$ cat src/rtl/btn_press_classifier.sv
// Push-button conditioner: 2-flop synchroniser, debounce, and short/long press
// classification with one-cycle registered pulses.
module btn_press_classifier #(
    parameter int unsigned DEB_CYCLES  = 1_000_000,
    parameter int unsigned LONG_CYCLES = 200_000_000
) (
    input  logic clk,
    input  logic rst,
    input  logic btn,
    output logic level,
    output logic short_p,
    output logic long_p
);

    localparam int unsigned DEB_W  = $clog2(DEB_CYCLES);
    localparam int unsigned HOLD_W = $clog2(LONG_CYCLES);
    localparam logic [DEB_W-1:0]  DEB_LAST  = DEB_W'(DEB_CYCLES - 1);
    localparam logic [HOLD_W-1:0] HOLD_LAST = HOLD_W'(LONG_CYCLES - 1);

    typedef enum logic [2:0] {
        IDLE,
        DEB_PRESS,
        PRESSED,
        LONG_HELD,
        DEB_RELEASE
    } state_t;

    state_t             state_q, state_d;
    logic               s1_q, raw_q;
    logic [DEB_W-1:0]   deb_cnt_q, deb_cnt_d;
    logic [HOLD_W-1:0]  hold_cnt_q, hold_cnt_d;
    logic               long_fired_q, long_fired_d;
    logic               level_q, level_d;
    logic               short_q, short_d;
    logic               long_q, long_d;

    always_ff @(posedge clk or posedge rst) begin
        if (rst) begin
            s1_q         <= 1'b0;
            raw_q        <= 1'b0;
            state_q      <= IDLE;
            deb_cnt_q    <= '0;
            hold_cnt_q   <= '0;
            long_fired_q <= 1'b0;
            level_q      <= 1'b0;
            short_q      <= 1'b0;
            long_q       <= 1'b0;
        end else begin
            s1_q         <= btn;
            raw_q        <= s1_q;
            state_q      <= state_d;
            deb_cnt_q    <= deb_cnt_d;
            hold_cnt_q   <= hold_cnt_d;
            long_fired_q <= long_fired_d;
            level_q      <= level_d;
            short_q      <= short_d;
            long_q       <= long_d;
        end
    end

    always_comb begin
        state_d      = state_q;
        deb_cnt_d    = deb_cnt_q;
        hold_cnt_d   = hold_cnt_q;
        long_fired_d = long_fired_q;
        short_d      = 1'b0;
        long_d       = 1'b0;

        case (state_q)
            IDLE: begin
                if (raw_q) begin
                    state_d   = DEB_PRESS;
                    deb_cnt_d = '0;
                end
            end
            DEB_PRESS: begin
                if (!raw_q) begin
                    state_d = IDLE;
                end else if (deb_cnt_q == DEB_LAST) begin
                    state_d    = PRESSED;
                    hold_cnt_d = '0;
                end else if (deb_cnt_q != '1) begin
                    deb_cnt_d = deb_cnt_q + 1'b1;
                end
            end
            PRESSED: begin
                if (hold_cnt_q != '1) begin
                    hold_cnt_d = hold_cnt_q + 1'b1;
                end
                // Threshold wins over a simultaneous release; release is seen from LONG_HELD.
                if (hold_cnt_q == HOLD_LAST) begin
                    state_d      = LONG_HELD;
                    long_d       = 1'b1;
                    long_fired_d = 1'b1;
                end else if (!raw_q) begin
                    state_d   = DEB_RELEASE;
                    deb_cnt_d = '0;
                end
            end
            LONG_HELD: begin
                long_fired_d = 1'b1;
                if (!raw_q) begin
                    state_d   = DEB_RELEASE;
                    deb_cnt_d = '0;
                end
            end
            DEB_RELEASE: begin
                if (raw_q) begin
                    state_d = long_fired_q ? LONG_HELD : PRESSED;
                end else if (deb_cnt_q == DEB_LAST) begin
                    state_d      = IDLE;
                    short_d      = !long_fired_q;
                    long_fired_d = 1'b0;
                end else if (deb_cnt_q != '1) begin
                    deb_cnt_d = deb_cnt_q + 1'b1;
                end
            end
            default: state_d = IDLE;
        endcase

        level_d = (state_d == PRESSED) || (state_d == LONG_HELD) || (state_d == DEB_RELEASE);
    end

    assign level   = level_q;
    assign short_p = short_q;
    assign long_p  = long_q;

endmodule
$ cat config.mk
export PLATFORM = sky130hd
export DESIGN_NAME = btn_press_classifier
export DESIGN_NICKNAME = d
export VERILOG_FILES = /design/src/rtl/btn_press_classifier.sv
export SDC_FILE = /design/constraint.sdc
export NUM_CORES = 1
export LEC_CHECK = 0
export ABC_AREA = 0
export CAP_MARGIN = 20
export CORE_MARGIN = 5
export CORE_UTILIZATION = 30
export CTS_CLUSTER_SIZE = 10
export DETAILED_ROUTE_END_ITERATION = 8
export SYNTH_ARGS = -nofsm -noshare
export SYNTH_HDL_FRONTEND = slang
export SYNTH_SLANG_ARGS = --single-unit
$ cat constraint.sdc
create_clock -name clk -period 2.2 [get_ports clk]
set_clock_uncertainty 0.2 [all_clocks]
set_input_delay 0.66 -clock clk [delete_from_list [all_inputs] [get_ports clk]]
set_output_delay 0.66 -clock clk [all_outputs]
set_load 0.03 [all_outputs]
==> results.cfg <==
[critical_path]
rr_endpoint = hold_cnt_q[25]$_DFFE_PP0P_
cp-startpoint = state_q[2]$_DFF_PP0_
endpoint_kind = flip-flop
reg2reg_from = state_q[2]$_DFF_PP0_
critical_path.max_stage_delay_ns = 0.42
critPathSlowestCell = dfrtp_1
r2r_cells = 6
rrSetupSlack_ns = -0.14
worstSetupStartpointType = flip-flop
timing.critical_path.cells = nand2b_4 > or3_4 > or3_4 > a211o_1 > or3_1 > a21oi_1
worstPathArrival_ns = 2.40
cp_max_fo = 5
cp.required_ns = 2.27
path_class = reg2reg
crit_top_cell = or3_4

[min_path]
hp-class = reg2reg
min_from = s1_q$_DFF_PP0_
hold_depth = 0
holdPathEnd = raw_q$_DFF_PP0_

[run]
cap_viol_max_count = 0

[placed_design]
io_buffers = 5
dpl.hpwl_um = 6220
gp_congestion = 0.853
dp.cells = 578

[sta]
fmax_mhz = 428
tightest_slew_ns = 0.461
hold_violations = 0
tns_ns = -1.33
fin_ws_ns = -0.138
rsz0062_at_grt = true
slew_headroom_pct = 69.1
min_period_over_period_pct = 106
setup_viol = 21
timing.hold.ws_ns = 0.179
drv_slew = 0
min_period_ns = 2.34

[cells_and_area]
num-nets-final = 470
fin_cells = 610
synthToLayoutAreaGrowth_pct = 47.8
drive_gt1_share_pct = 37.2
fillers = 1007
diodes = 0

[floorplan]
ioPinCount = 6
core_area_um2 = 10700
die-area_um2 = 13100
initial_core_util_pct = 30.5
die_w_um = 114
fp.dieH_um = 114
core.rowCount = 38

[global_routing]
grt_pass1_vias = 3140
antenna_found_initial = 0
grt_pass1_wl_um = 14900
grtUsageTotal_pct = 14.1
grt_max_degree = 28
overflow = 0

[cts]
hold_buffers = 0
cts.sinks = 57
cts_tree = built
clk_pin_slew_ns = 0.07
clk_path_buf_depth = 2
clockRootBuffer = clkbuf_8
cts_buffers = 9
cts-htree-levels = 3
clk_latency_ns = 0.34

[yosys]
synth_flop_cell = dfrtp_1
syn-num-nets = 370
synth_edf_count = 0
synth_top_cell_area_share_pct = 43.6
synth_top_area_cell = dfrtp_1
synth_cell_types = 57
synth_cells = 365
synth-seq-cells = 57
synth.avg_cell_area_um2 = 8.97
syn_area_um2 = 3270
yosysSeqAreaShare_pct = 43.6
synth_warnings = 0
synth_area_leaders = dfrtp_1 (44%), nand2_1 (4.4%), nor2_1 (4.2%)
ys_async_sr_fraction_pct = 100

[drt]
drtAntennaViolNets = 0
first_pass_iters = 4
via_per_inst = 5.16
drtIter0Drc = 206
routedWlPerCell_um = 14.7
totalWireLength_um = 8960
vias = 3146
post-route-drc-count = 0

[pwr]
power_mw = 2.58
ir_drop_uv = 229
leakagePower_nw = 2.06
power.density_nw_per_um2 = 533

[run_status]
failed_checks = setup timing
status = complete, but fails checks
-- critical path, delay by kind of cell (launching register included) --
family	cells	cell delay, ns
AO/OA/AOI/OAI	2	0.45
AND/OR/NAND/NOR	4	1.19
flip-flops	1	0.42
-- routing by layer --
| layer | track usage (%) | vias to the layer above | part of all wire, % |
|---|---|---|---|
| met4 | 4.67 | 0 | 0.89 |
| met1 | 18.9 | 1528 | 46 |
| met2 | 22.0 | 61 | 49 |
| met5 | 0 | - | 0 |
| met3 | 3.59 | 8 | 4.0 |
| li1 | - | 1549 | - |
-- registers in the layout, summed over array words and instances (netlist names) --
name / flops
hold_cnt_q: 28
deb_cnt_q: 20
state_q: 3
level: 1
long_fired_q: 1
long_p: 1
raw_q: 1
s1_q: 1
short_p: 1
-- repair_timing --
item                                    in CTS  in global routing
buffers inserted                             7                  9
cloned                                       1                  0
gates resized for setup                     38                 37
endpoints found under the setup margin      32                 47
pin swaps                                   16                 20
-- power breakdown --
group	switching [mW]	internal, mW
logic	0.150	0.135
registers	0.0188	1.07
clock network	0.426	0.782
total	0.594	1.98
-- layout by cell type, fill, tap and decap left out, types with 6 or more instances in the layout --
cell type  instances
a21oi_1           10
buf_4             78
buf_6             13
clkbuf_8          10
dfrtp_1           55
nand2_1           34
nand3_1           21
nand4_1           18
nor2_1            35
nor3_1             7
nor3_2             6
o21ai_0           17
o21ai_1            7
o21ai_2            8
o31ai_1            8
or3_1              7
xnor2_1           12
xor2_1             9
-- worst max path at each step --
stage                     slack [ns]                         end  cells after the start
after floorplan                -0.06    deb_cnt_q[7]$_DFFE_PP0P_                      8
after detailed placement       -0.17  hold_cnt_q[25]$_DFFE_PP0P_                      6
final                          -0.14  hold_cnt_q[25]$_DFFE_PP0P_                      6
after CTS                      -0.15  hold_cnt_q[25]$_DFFE_PP0P_                      6
after global placement         -0.14   deb_cnt_q[13]$_DFFE_PP0P_                      7
after global routing           -0.21  hold_cnt_q[27]$_DFFE_PP0P_                      6
-- Yosys cell counts (all sizes together), types with 10 or more instances --
cell / number
dfrtp: 57
nand2: 39
nor2: 37
o21ai: 33
nand3: 24
nand4: 19
nor3: 14
xnor2: 13
a21oi: 10
-- cell type report --
class                           count  area (um2)  share of cell area, %
Tap cell                          140         175                   3.62
Inverter                            6        26.3                  0.543
Multi-Input combinational cell    289        2050                   42.4
Clock inverter                      5         103                   2.12
Timing Repair Buffer              102         913                   18.9
Sequential cell                    57        1430                   29.5
Clock buffer                       11         141                   2.92
-- metrics by stage --
step                utilization [%]  setup WS, ns  area (um2)
floorplan                         -       -0.0575        3330
global placement               38.3        -0.140        4120
detailed placement             38.3        -0.169        4120
CTS                            43.0        -0.154        4620
global route                   45.0        -0.206        4840
finish                         45.0        -0.138        4840
-- kinds of logic after synthesis --
group	synth area share, %
multiplexers	0.612
AO/OA/AOI/OAI	15.2
buffers and inverters	3.02
adder cells (fa/ha/maj)	0.764
flip-flops	43.6
AND/OR/NAND/NOR	30.9
XOR/XNOR	5.89
Note: power is estimated with default switching activity, not from simulation.
